$ cat src/rtl/vrvv_pkg.sv
// rtl/vrvv_pkg.sv - shared encodings, state type and register-group arithmetic helpers
package vrvv_pkg;

   localparam int VLEN    = 64;
   localparam int VL_W    = 7;
   localparam int NREG    = 32;
   localparam int REG_W   = $clog2(NREG);
   localparam int EPR_MAX = VLEN / 8;

   localparam logic [2:0] SEW_8     = 3'b000;
   localparam logic [2:0] SEW_16    = 3'b001;
   localparam logic [2:0] SEW_32    = 3'b010;
   localparam logic [2:0] SEW_64    = 3'b011;

   localparam logic [2:0] LMUL_1    = 3'b000;
   localparam logic [2:0] LMUL_2    = 3'b001;
   localparam logic [2:0] LMUL_4    = 3'b010;
   localparam logic [2:0] LMUL_8    = 3'b011;
   localparam logic [2:0] LMUL_RSVD = 3'b100;

   typedef enum logic {IDLE, ISSUE} state_t;

   // Fractional and reserved encodings occupy a single register.
   function automatic logic [3:0] lmul_regs(input logic [2:0] enc);
      case (enc)
         LMUL_1:  return 4'd1;
         LMUL_2:  return 4'd2;
         LMUL_4:  return 4'd4;
         LMUL_8:  return 4'd8;
         default: return 4'd1;
      endcase
   endfunction

   function automatic logic [3:0] elems_per_reg(input logic [2:0] sew_enc);
      case (sew_enc)
         SEW_8:   return 4'(EPR_MAX);
         SEW_16:  return 4'(EPR_MAX / 2);
         SEW_32:  return 4'(EPR_MAX / 4);
         SEW_64:  return 4'(EPR_MAX / 8);
         default: return 4'd1;
      endcase
   endfunction

   function automatic logic is_aligned(input logic [REG_W-1:0] r, input logic [3:0] l);
      return (r & REG_W'(l - 4'd1)) == '0;
   endfunction

endpackage

$ cat src/rtl/vgroup_legal_check.sv
// rtl/vgroup_legal_check.sv - combinational legality and group-size decode for one instruction
import vrvv_pkg::*;

module vgroup_legal_check (
   input  logic [2:0]       i_sew,
   input  logic [2:0]       i_lmul,
   input  logic [REG_W-1:0] i_vs1,
   input  logic [REG_W-1:0] i_vs2,
   input  logic [REG_W-1:0] i_vd,
   input  logic [VL_W-1:0]  i_vl,
   output logic             o_illegal,
   output logic [3:0]       o_lregs,
   output logic [3:0]       o_epr,
   output logic [3:0]       o_nuops,
   output logic [VL_W-1:0]  o_vl_eff
);

   logic [VL_W-1:0] w_max;
   logic [VL_W-1:0] w_round;

   always_comb begin
      o_lregs  = lmul_regs(i_lmul);
      o_epr    = elems_per_reg(i_sew);
      w_max    = VL_W'(o_lregs) * VL_W'(o_epr);
      o_vl_eff = (i_vl < w_max) ? i_vl : w_max;
      // epr is a power of two, so the ceiling divide is a shift by log2(epr).
      w_round  = o_vl_eff + VL_W'(o_epr) - VL_W'(1);
      o_nuops  = 4'(w_round >> (2'd3 - i_sew[1:0]));
      o_illegal = (i_sew > SEW_64) || (i_lmul == LMUL_RSVD) ||
                  !is_aligned(i_vs1, o_lregs) || !is_aligned(i_vs2, o_lregs) ||
                  !is_aligned(i_vd, o_lregs);
   end

endmodule

$ cat src/rtl/vgroup_sequencer.sv
// rtl/vgroup_sequencer.sv - splits one grouped vector instruction into per-register micro-ops
import vrvv_pkg::*;

module vgroup_sequencer (
   input  logic             clk,
   input  logic             rst,
   input  logic             in_valid,
   output logic             in_ready,
   input  logic [3:0]       in_op,
   input  logic [REG_W-1:0] in_vs1,
   input  logic [REG_W-1:0] in_vs2,
   input  logic [REG_W-1:0] in_vd,
   input  logic [2:0]       in_sew,
   input  logic [2:0]       in_lmul,
   input  logic [VL_W-1:0]  in_vl,
   output logic             uop_valid,
   input  logic             uop_ready,
   output logic [3:0]       uop_op,
   output logic [REG_W-1:0] uop_vs1,
   output logic [REG_W-1:0] uop_vs2,
   output logic [REG_W-1:0] uop_vd,
   output logic [2:0]       uop_idx,
   output logic [3:0]       uop_elems,
   output logic             uop_last,
   output logic             busy,
   output logic             done,
   output logic             err
);

   state_t           r_state, w_next;
   logic [3:0]       r_op;
   logic [REG_W-1:0] r_vs1, r_vs2, r_vd;
   logic [2:0]       r_idx;
   logic [3:0]       r_epr, r_nuops;
   logic [VL_W-1:0]  r_rem;
   logic             r_done, r_err;

   logic             w_illegal;
   logic [3:0]       w_lregs, w_epr, w_nuops;
   logic [VL_W-1:0]  w_vl_eff;
   logic             w_accept, w_hs, w_last, w_issue;
   logic [3:0]       w_elems;

   vgroup_legal_check u_legal (
      .i_sew     (in_sew),
      .i_lmul    (in_lmul),
      .i_vs1     (in_vs1),
      .i_vs2     (in_vs2),
      .i_vd      (in_vd),
      .i_vl      (in_vl),
      .o_illegal (w_illegal),
      .o_lregs   (w_lregs),
      .o_epr     (w_epr),
      .o_nuops   (w_nuops),
      .o_vl_eff  (w_vl_eff)
   );

   assign w_issue  = (r_state == ISSUE);
   assign w_accept = (r_state == IDLE) && in_valid;
   assign w_hs     = w_issue && uop_ready;
   assign w_last   = ({1'b0, r_idx} == (r_nuops - 4'd1));
   assign w_elems  = (r_rem < VL_W'(r_epr)) ? r_rem[3:0] : r_epr;

   always_ff @(posedge clk or posedge rst) begin
      if (rst) r_state <= IDLE;
      else     r_state <= w_next;
   end

   always_comb begin
      w_next = r_state;
      case (r_state)
         IDLE:    if (w_accept && !w_illegal && (w_vl_eff != '0)) w_next = ISSUE;
         ISSUE:   if (w_hs && w_last) w_next = IDLE;
         default: w_next = IDLE;
      endcase
   end

   always_ff @(posedge clk or posedge rst) begin
      if (rst) begin
         r_op    <= '0;
         r_vs1   <= '0;
         r_vs2   <= '0;
         r_vd    <= '0;
         r_idx   <= '0;
         r_epr   <= '0;
         r_nuops <= '0;
         r_rem   <= '0;
         r_done  <= 1'b0;
         r_err   <= 1'b0;
      end else begin
         r_done <= 1'b0;
         r_err  <= 1'b0;
         if (w_accept) begin
            r_err   <= w_illegal;
            r_done  <= !w_illegal && (in_vl == '0);
            r_op    <= in_op;
            r_vs1   <= in_vs1;
            r_vs2   <= in_vs2;
            r_vd    <= in_vd;
            r_idx   <= '0;
            r_epr   <= w_epr;
            r_nuops <= w_nuops;
            r_rem   <= w_vl_eff;
         end
         if (w_hs) begin
            if (w_last) begin
               r_done <= 1'b1;
            end else begin
               r_idx <= r_idx + 3'd1;
               r_rem <= r_rem - VL_W'(r_epr);
            end
         end
      end
   end

   // Micro-op fields read as zero whenever no micro-op is being offered.
   assign uop_valid = w_issue;
   assign uop_op    = w_issue ? r_op : '0;
   assign uop_vs1   = w_issue ? r_vs1 + REG_W'(r_idx) : '0;
   assign uop_vs2   = w_issue ? r_vs2 + REG_W'(r_idx) : '0;
   assign uop_vd    = w_issue ? r_vd + REG_W'(r_idx) : '0;
   assign uop_idx   = w_issue ? r_idx : '0;
   assign uop_elems = w_issue ? w_elems : '0;
   assign uop_last  = w_issue && w_last;
   assign in_ready  = (r_state == IDLE);
   assign busy      = (r_state != IDLE);
   assign done      = r_done;
   assign err       = r_err;

endmodule

$ cat config.mk
export PLATFORM = sky130hd
export DESIGN_NAME = vgroup_sequencer
export DESIGN_NICKNAME = d
export VERILOG_FILES = /design/src/rtl/vrvv_pkg.sv /design/src/rtl/vgroup_legal_check.sv /design/src/rtl/vgroup_sequencer.sv
export SDC_FILE = /design/constraint.sdc
export NUM_CORES = 1
export LEC_CHECK = 0
export ABC_AREA = 1
export BUFFER_PORTS_ARGS = -buffer_cell sky130_fd_sc_hd__clkbuf_2
export CAP_MARGIN = 15
export CORE_ASPECT_RATIO = 1.1
export CORE_MARGIN = 4
export CORE_UTILIZATION = 25
export CTS_BUF_LIST = sky130_fd_sc_hd__clkbuf_4 sky130_fd_sc_hd__clkbuf_8 sky130_fd_sc_hd__clkbuf_16
export CTS_CLUSTER_SIZE = 24
export DETAILED_ROUTE_END_ITERATION = 10
export GPL_ROUTABILITY_DRIVEN = 0
export PLACE_DENSITY_LB_ADDON = 0.25
export REMOVE_ABC_BUFFERS = 1
export SLEW_MARGIN = 40
export SYNTH_ARGS = -nofsm -noshare
export SYNTH_HDL_FRONTEND = slang
export SYNTH_SLANG_ARGS = --single-unit
export TNS_END_PERCENT = 50
$ cat constraint.sdc
create_clock -name clk -period 1.75 [get_ports clk]
set_input_delay 0.0875 -clock clk [delete_from_list [all_inputs] [get_ports clk]]
set_output_delay 0.0875 -clock clk [all_outputs]
set_load 0.05 [all_outputs]
======== After elaboration in Yosys (flattened, before gate mapping) ========
Index checks and enable logic that the tools add are counted.
operators by class
  div/mod/pow operators ................... 0
  add/sub/neg operators ................... 10
  bitwise logic cells ..................... 4
  $mul .................................... 1
  multiplexer cells ....................... 23
  shift operators ......................... 1
  eq/ne operators ......................... 7
  reduce and logical (&&, ||, !) cells .... 21
  order comparisons ....................... 3
operators with widths
  operator                                              count
  two-way mux 7 bit                                     4
  one-hot mux 4 bit (3 select lines)                    2
  adder 5 x 3 -> 5 bit                                  3
  AND 5 bit                                             3
  logical NOT 5 bit                                     3
  two-way mux 5 bit                                     3
  two-way mux 3 bit                                     4
  two-way mux 4 bit                                     3
  equality test 3 x 2 -> 1 bit (second input constant)  3
  adder 7 x 4 -> 7 bit                                  1
  logical AND 1 bit                                     7
  logical NOT 7 bit                                     1
  less-than comparator 7 x 4 -> 1 bit                   1
  less-than comparator 7 bit                            1
  multiplier 4 x 4 -> 7 bit                             1
  nonzero test 7 bit                                    1
  >> shifter 7 x 2 -> 4 bit                             1
  subtractor 7 x 1 -> 7 bit (second input constant)     1
  subtractor 7 x 4 -> 7 bit                             1
  equality test 3 x 1 -> 1 bit (second input constant)  2
  two-way mux 1 bit                                     6
  subtractor 4 x 1 -> 5 bit (second input constant)     1
  equality test 3 x 4 -> 1 bit                          1
  logical NOT 1 bit                                     4
  9 further kinds                                       12
storage, ports and cells
  bits in latches ......................... 0
  RAM bits ................................ 0
  bits in registers ....................... 40
  memories kept ........................... 0
  input bits .............................. 36
  word-level logic and storage cells ...... 81
  bits in read-only memories .............. 0
  output and inout port bits .............. 32

======== Longest topological paths before layout ========
Gate-level depths: netlist of the first run.
  depth in word-level cells ............... 14
  depth in mapped cells ................... 39
  mapped depth without buffers ............ 37

======== By module ========
From an unflattened synthesis of the first run, not the netlist that was laid out.
second synthesis, totals
  cell total of the unflattened synthesis .. 562
  area total of the unflattened synthesis .. 3848.7 µm²
by module, submodules not included
  module              cells each  seq. area each (µm²)  area each (µm²)  instances
  vgroup_sequencer    370         1001.0                2576.2           1
  vgroup_legal_check  192         0.0                   1272.5           1

======== Worst setup path before layout of the first run ========
Ideal clock, no wire load.
  path kind ............................... input -> register
  start ................................... input in_sew[0]
  end ..................................... register r_nuops[3]
  arrival ................................. 5.257 ns
  path slack .............................. -3.580 ns
  buffers on the path ..................... 2
  required time ........................... 1.677 ns
  library setup time ...................... 0.073 ns
  stages on the path ...................... 32
  cell sequence ........................... buf_6 -> inv_1 -> nor3_1 -> nand2_1 -> fa_1 -> fa_1 -> inv_1 -> fa_1 -> nand2_1 -> nand2_1 -> a21oi_1 -> xor2_1 -> ha_1 -> inv_1 -> nor2_1 -> nor2_4 -> nand2_4 -> buf_8 -> o21ai_1 -> inv_1 -> ha_1 -> inv_1 -> ha_1 -> fa_1 -> a21oi_1 -> nor2_1 -> nor2_1 -> xnor2_1 -> o21ai_0 -> inv_1 -> nand2_1 -> a21oi_2
between the ends
  word-level cells in the longest chain between the ends .. 8
  elaborated cells between the ends (all ways) .. 11
  classes of those cells .................. add/sub (3); mul (1); order compare (1); eq/ne (2); shift (1); mux (2); reduce/logical (1)
RTL lines
  element                                               RTL line                  RTL
  start, declared                                       vgroup_sequencer.sv:13    input logic [2:0] in_sew,
  equality test 3 x 2 -> 1 bit (tied with other cells)  vrvv_pkg.sv:35            case (sew_enc)
  one-hot mux 4 bit (3 select lines)                    vrvv_pkg.sv:35
  multiplier 4 x 4 -> 7 bit                             vgroup_legal_check.sv:24  w_max = VL_W'(o_lregs) * VL_W'(o_epr);
  less-than comparator 7 bit                            vgroup_legal_check.sv:25  o_vl_eff = (i_vl < w_max) ? i_vl : w_max;
  two-way mux 7 bit                                     vgroup_legal_check.sv:25
  adder 7 x 4 -> 7 bit                                  vgroup_legal_check.sv:27  w_round = o_vl_eff + VL_W'(o_epr) - VL_W'(1);
  subtractor 7 x 1 -> 7 bit                             vgroup_legal_check.sv:27
  >> shifter 7 x 2 -> 4 bit *                           vgroup_legal_check.sv:28  o_nuops = 4'(w_round >> (2'd3 - i_sew[1:0]));
  end signal, assigned                                  vgroup_sequencer.sv:102   r_nuops <= w_nuops;
  end, declared                                         vgroup_sequencer.sv:34    logic [3:0] r_epr, r_nuops;
Every way passes the cells marked *; elsewhere a longest branch is shown, timed or not.
A chain may end at the register's enable or synchronous reset.

======== Worst setup path after layout of the first run ========
  start ................................... input in_lmul[2]
  end ..................................... register r_nuops[3]
between the ends
  word-level cells in the longest chain between the ends .. 8
  elaborated cells between the ends (all ways) .. 10
  classes of those cells .................. add/sub (2); mul (1); order compare (1); eq/ne (3); shift (1); mux (2)
RTL lines
  element                                                                              RTL line                  RTL
  start, declared                                                                      vgroup_sequencer.sv:14    input logic [2:0] in_lmul,
  equality test 3 x 2 -> 1 bit / equality test 3 x 1 -> 1 bit (equally long branches)  vrvv_pkg.sv:25            case (enc)
  one-hot mux 4 bit (3 select lines) *                                                 vrvv_pkg.sv:25
  multiplier 4 x 4 -> 7 bit *                                                          vgroup_legal_check.sv:24
  less-than comparator 7 bit                                                           vgroup_legal_check.sv:25
  two-way mux 7 bit *                                                                  vgroup_legal_check.sv:25
  adder 7 x 4 -> 7 bit *                                                               vgroup_legal_check.sv:27
  subtractor 7 x 1 -> 7 bit *                                                          vgroup_legal_check.sv:27
  >> shifter 7 x 2 -> 4 bit *                                                          vgroup_legal_check.sv:28
Marked as above.

==> results of run 1 <==
==> registers in the layout (all words and copies together), names as in the netlist <==
name,count
r_vs1,5
r_vs2,5
r_vd,5
r_idx,3
err,1
r_op,4
r_nuops,4
r_rem,7
done,1
busy,1
r_epr,4
==> worst paths after layout <==
path / start / end
max in group asynchronous: rst / r_idx[2]
min reg2reg: r_op[1] / r_op[1]
min: in_vs2[4] / r_vs2[4]
min in group asynchronous: rst / r_vd[3]
max reg2reg: r_epr[0] / r_rem[6]
max: in_lmul[2] / r_nuops[3]
==> power groups by stage <==
stage               clock [mW]  combinational (mW)  sequential [mW]
global route              1.20                2.80             1.12
global placement             0                1.86             1.09
floorplan                    0                1.15             1.09
finish                    1.13                2.58             1.11
detailed placement           0                1.88             1.10
CTS                       1.16                2.38             1.11
==> layout make-up <==
class,instances,area [um2],area share [%]
Timing Repair Buffer,198,1670,26.8
Clock buffer,7,153,2.46
Clock inverter,1,30.0,0.483
Multi-Input combinational cell,368,2800,45.0
Sequential cell,40,1000,16.1
Tap cell,188,235,3.78
Inverter,84,330,5.31
==> cell families after synthesis <==
| kind of cell | count (synthesis) |
|---|---|
| and+or+nand+nor | 217 |
| buffers and inverters | 99 |
| AOI/OAI and AO/OA | 90 |
| adders and majority gates | 48 |
| DFF | 40 |
| xor gates and xnor gates | 13 |
==> through the flow <==
step / hold WS, ns / setup slack [ns] / TNS [ns]
floorplan: 0.197 / -3.38 / -90.48
global placement: 0.245 / -3.73 / -35.64
detailed placement: 0.243 / -3.73 / -36.08
CTS: 0.00409 / -3.01 / -31.96
global route: 0.0217 / -3.31 / -35.88
finish: 0.00358 / -3.00 / -31.23
==> cells in the final DEF, fill, tap and decap left out, types with 4 or more instances in the layout <==
master and instances:
clkbuf_2 44, nand3_1 11, o21ai_0 16, fa_1 5
dlygate4sd3_1 6, ha_1 23, o21ai_2 6, ha_4 11
clkbuf_16 8, inv_2 13, ha_2 5, nand2_2 11
buf_8 5, nand2_1 129, nor2_1 29, xnor2_1 5
a21oi_2 9, xor2_1 4, nand3_2 7, buf_6 13
o21ai_4 8, dfrtp_1 38, a21oi_1 17, nor2_2 7
buf_12 7, nor3_4 4, a21oi_4 6, nor2_4 6
o21ai_1 9, buf_4 111, fa_2 4, inv_1 67
nand2_4 4, clkbuf_8 10
==> metal layers <==
metal | part of all wire (%) | vias to the layer above | global-route usage, %
met2 | 52 | 78 | 25.4
met3 | 4.8 | 6 | 1.97
met1 | 43 | 1814 | 17.4
met5 | 0 | - | 0
met4 | 0.71 | 0 | 2.80
li1 | - | 1997 | -
==> critical path, delay by kind of cell <==
kind	cells	cell delay, ns
AND/OR/NAND/NOR	13	0.87
adder cells (fa/ha/maj)	5	1.87
XOR/XNOR	1	0.20
buffers and inverters	12	1.22
AO/OA/AOI/OAI	6	0.70
==> timing repair <==
action                                  4_1_cts  5_1_grt
hold endpoints to repair                     45        0
hold buffers                                  6        0
resized for setup                           140       56
pin swaps                                    51       38
endpoints found under the setup margin       33       33
setup buffers                                21        8
==> run metrics, run 1 <==
Worst EP arrival=4.97 ns; sequential area share after synthesis=27.5%; Pleak=3.20 nW; Power, Total=4.83 mW; initial detailed-routing violation count=169; pin count of the biggest net entering global routing=41; # setup viols final=32; maximum fanout along the worst path=5; Routed WL=11,500 um; minimum clock period=4.75 ns; Comb power frac=53.5%; R2R setup slack=-0.31 ns; CTS Buffer Depth=2; slowest stage cell, crit path=fa_1; maximum vdd ir drop=0.387 mV; # H-tree levels=2; endpoint class of the critical path=flip-flop; Synth Area in Simple Gates=25.4%; fraction of layout cells with a size suffix above 1=45.6%; Core ar.=14,000 um2; Int Pwr=2.94 mW; Final period util=272%; placed instance count=845; Fillers=1,350; top post-synthesis cells by count=nand2_1, inv_1, dfrtp_1; grt total ovfl=0; Maximum Capacitance Violations=0; Ant. Diodes=0; Rel. slew slack=63.7%; ranking of synthesized cells by area=dfrtp_1, nand2_1, ha_1, inv_1, fa_1; Worst Max-Slew Pin Slew=0.540 ns; Placed Area=4980 um2; Worst-path clk slew=0.06 ns; status=complete, but fails checks; area grow syn2layout=71.0%; final setup margin=-3.00 ns; Die Ht=134 um; Pwr Density=776 nW/um2; final hold vios=0; clock share of power=23.4%; sw frac=39.1%; prevailing post-synth register cell=dfrtp_1; Async SR Flop Fraction=100%; clock skew=0.00334 ns; crit path kind=input pin to flip-flop; Vias=3,895; number of global-route vias before repair=3,959; clock latency on the worst-skew pair=0.28 ns; CTS tree=done; DRT antenna net count=0; CP Data Required Time=1.97 ns; top cell type's share of synthesized area=27.5%; Mapped Cells=507; Mean Syn Cell Area=7.17 um2; clock root buffer=clkbuf_16; Min-Delay Path Depth=3; number of port buffers=67; XOR/XNOR Fraction of Synth Area=3.34%; Unique masters post-synth=47; synthesized area=3630 um2; Routed WL per cell=13.0 um; Vias per Instance=4.40; Slew Viols, Final=0; Layout Cells excl Fill=886; GR Util All Layers=13.9%; # DRC=0; Seq cells post-synth=40; Hold Crit Class=input pin to flip-flop; Final nets=781; Worst path max stage delay=0.52 ns; Compound-Gate Fraction of Synth Area=14.3%; crit-path most repeated cell=nand2_1; IO Pins=68; antenna violations before repair=0; Starting Density=25.9%; first-pass GRT wire length=18,700 um; CTS Sinks=40; standard-cell rows=45; synth warn=0; Die X-Extent=123 um; RSZ-0062 raised after global routing=true; Psw=1.88 mW; post-synthesis mux area share=0%; Yosys top cell by area=dfrtp_1; failing checks=negative setup slack; Num CTS Buffers=5; post-route cell area=6220 um2; final core occ=44.3%; Max Fclk=0.210 GHz; worst reg-to-reg path cell count=10; Reg power frac=23.1%; main combinational cell family by area after synthesis=simple AND/OR/NAND/NOR gates; Final HPWL DP=8730 um; first drt pass iteration count=4; Synth Area in Adders=18.4%; number of synthesized flops with an enable pin=0; die footprint=16,500 um2; CP startpoint kind=input pin; most frequent cell after synthesis=nand2_1
No activity file was read; power rests on OpenSTA's default activity.
==> run 2, diff against run 1 <==
--- a/config.mk
+++ b/config.mk
@@ -5,7 +5,7 @@
 export SDC_FILE = /design/constraint.sdc
 export NUM_CORES = 1
 export LEC_CHECK = 0
-export ABC_AREA = 1
+export ABC_AREA = 0
 export BUFFER_PORTS_ARGS = -buffer_cell sky130_fd_sc_hd__clkbuf_2
 export CAP_MARGIN = 15
 export CORE_ASPECT_RATIO = 1.1
==> run metrics, run 2 <==
Worst path max stage delay=0.51 ns (about the same); CTS tree=done; Die Ht=132 um (-2.0%); hold path start=in_op[1]; CP bufs+invs=4 (-8); final setup margin=-3.62 ns (-0.619 ns); Fillers=1,365 (+1.1%); Final HPWL DP=8090 um (-7.3%); clock root buffer=clkbuf_16; # DRC=0 (unchanged); IO Pins=68 (unchanged); final hold vios=0 (unchanged); DRT antenna net count=0 (unchanged); setup TNS=-36.54 ns (-5.32 ns); synthesized area=3480 um2 (-4.1%); Rel. slew slack=64.8% (+1.2 points); Worst EP arrival=5.59 ns (+0.62 ns); Vias per Instance=4.40 (+0.19%); CP top delay family=adder cells; initial detailed-routing violation count=69 (-59%); pin count of the biggest net entering global routing=41 (unchanged); Hold Crit Class=input pin to flip-flop; max reg flops=7 (unchanged); Pleak=2.69 nW (-16%); prevailing post-synth register cell=dfrtp_1; Placed Area=4800 um2 (-3.6%); Pwr Density=1420 nW/um2 (+83%); clock skew=0.00376 ns (+0.000425 ns); clock latency on the worst-skew pair=0.29 ns (about the same); Num CTS Buffers=5 (unchanged); crit path kind=input pin to flip-flop; die footprint=15,900 um2 (-3.9%); first-pass GRT wire length=17,100 um (-8.4%); GR Util All Layers=13.1% (-0.85 points); Max Fclk=0.186 GHz (-12%); post-route cell area=5570 um2 (-10%); # H-tree levels=2 (unchanged); failing checks=negative setup slack; Reg2Reg Launch Point=r_nuops[0]; area grow syn2layout=59.9%; Starting Density=25.9% (about the same); maximum vdd ir drop=0.445 mV (+15%); Mapped Cells=417 (-18%); Die X-Extent=121 um (-2.0%); Worst Max-Slew Pin Slew=0.528 ns (-0.0125 ns); worst hold slack=0.0104 ns (+0.00682 ns); top post-synthesis cells by count=nand2_1, dfrtp_1, nor2_1; Yosys top cell by area=dfrtp_1; Mean Syn Cell Area=8.36 um2 (+17%); Seq cells post-synth=40 (unchanged); ranking of synthesized cells by area=dfrtp_1, ha_1, nand2_1, fa_1, xnor2_1; Routed WL=10,200 um (-11%); Layout Cells excl Fill=769 (-13%); crit path launch=in_lmul[0]; number of synthesized flops with an enable pin=0 (unchanged); pre-CTS WS=-4.38 ns (-0.651 ns); CTS Sinks=40 (unchanged); commonest non-fill, non-tap cell in the layout=buf_4; Final period util=307% (+35 points); Unique masters post-synth=56 (+19%); CP startpoint kind=input pin; Maximum Capacitance Violations=0 (unchanged); standard-cell rows=44 (-2.2%); Slew Viols, Final=0 (unchanged); Power, Total=7.93 mW (+64%); Worst-path clk slew=0.06 ns (about the same); Core ar.=13,400 um2 (-4.2%); Async SR Flop Fraction=100% (unchanged); sequential area share after synthesis=28.7% (+1.2 points); fraction of layout cells with a size suffix above 1=42.2% (-3.3 points); minimum clock period=5.37 ns (+0.619 ns); Ant. Diodes=0 (unchanged); grt total ovfl=0 (unchanged); number of global-route vias before repair=3,549 (-10%); CP Data Required Time=1.97 ns (about the same); CTS Buffer Depth=2 (unchanged); antenna violations before repair=0 (unchanged); most frequent cells in the layout=buf_4, nand2_1, clkbuf_2; maximum fanout along the worst path=3 (-2); status=complete, but fails checks; number of port buffers=67 (unchanged); Final nets=668 (-14%); top cell type's share of synthesized area=28.7% (+1.2 points); Top reg by flops=r_rem; synth warn=0 (unchanged); Vias=3,387 (-13%); most frequent cell after synthesis=nand2_1; endpoint class of the critical path=flip-flop; placed instance count=739 (-13%); final core occ=41.5% (-2.9 points); # setup viols final=30 (-6.3%); first drt pass iteration count=4 (unchanged); slowest stage cell, crit path=fa_1; Routed WL per cell=13.3 um (+2.5%); RSZ-0062 raised after global routing=true
## run 2: cell types whose count changed after synthesis, moves of 7 or more
cell	before	now
a21oi_1	30	19
and2_1	0	13
inv_1	81	30
mux2i_1	0	12
nand2_1	137	79
nand3_1	14	7
nor2b_1	0	9
o21ai_0	30	17
xnor2_1	5	18
## run 2: path summary, 6_finish.rpt
kind | endpoint | slack (ns) | cells after the start
min reg2reg | r_op[0] | 0.46 | 2
min in group asynchronous | r_op[0] | 0.45 | 4
max in group asynchronous | r_idx[0] | 0.91 | 4
max | r_nuops[3] | -3.62 | 28
max reg2reg | r_rem[6] | -0.32 | 11
min | r_op[1] | 0.01 | 3
## run 2: power by group
group / leakage [nW] / internal [mW] / switching (mW)
clock: 0.0798 / 0.670 / 0.386
combinational: 2.11 / 2.42 / 2.89
sequential: 0.501 / 1.29 / 0.275
total: 2.69 / 4.37 / 3.56
## run 2: metal layers
layer | share of wire (%) | GRT usage [%] | vias up
li1 | - | - | 1729
met1 | 42 | 15.1 | 1582
met2 | 53 | 24.5 | 66
met3 | 4.0 | 1.97 | 10
met4 | 1.7 | 4.09 | 0
met5 | 0 | 0 | -
## run 2: layout make-up
type / instances / area, um2 / area share (%)
Inverter: 30 / 113 / 2.02
Multi-Input combinational cell: 331 / 2620 / 46.9
Timing Repair Buffer: 176 / 1440 / 25.9
Tap cell: 184 / 230 / 4.13
Clock buffer: 5 / 125 / 2.25
Sequential cell: 40 / 1000 / 18.0
Clock inverter: 3 / 42.5 / 0.764
## run 2: kinds of logic (layout without fill, tap and decap cells)
| kind of cell | after synthesis | in the layout | synth area share [%] |
|---|---|---|---|
| AO/OA/AOI/OAI | 70 | 70 | 13.7 |
| multiplexers | 14 | 14 | 4.17 |
| adder cells (fa/ha/maj) | 48 | 48 | 19.2 |
| AND/OR/NAND/NOR | 177 | 177 | 23.3 |
| buffers and inverters | 46 | 214 | 5.35 |
| XOR/XNOR | 22 | 22 | 5.53 |
| flip-flops | 40 | 40 | 28.7 |
## run 2: repair_timing
| action | 4_1_cts | 5_1_grt |
|---|---|---|
| resized for setup | 74 | 39 |
| setup endpoints to repair | 32 | 33 |
| endpoints found under the hold margin | 49 | 0 |
| hold buffers | 10 | 0 |
| gates cloned | 0 | 0 |
| pin swaps | 38 | 16 |
| buffers inserted | 8 | 6 |
## run 2: worst min-delay path, cell delays in order
cell and delay (ns):
clkbuf_2 0.08, nand2_1 0.04, nand2_1 0.05
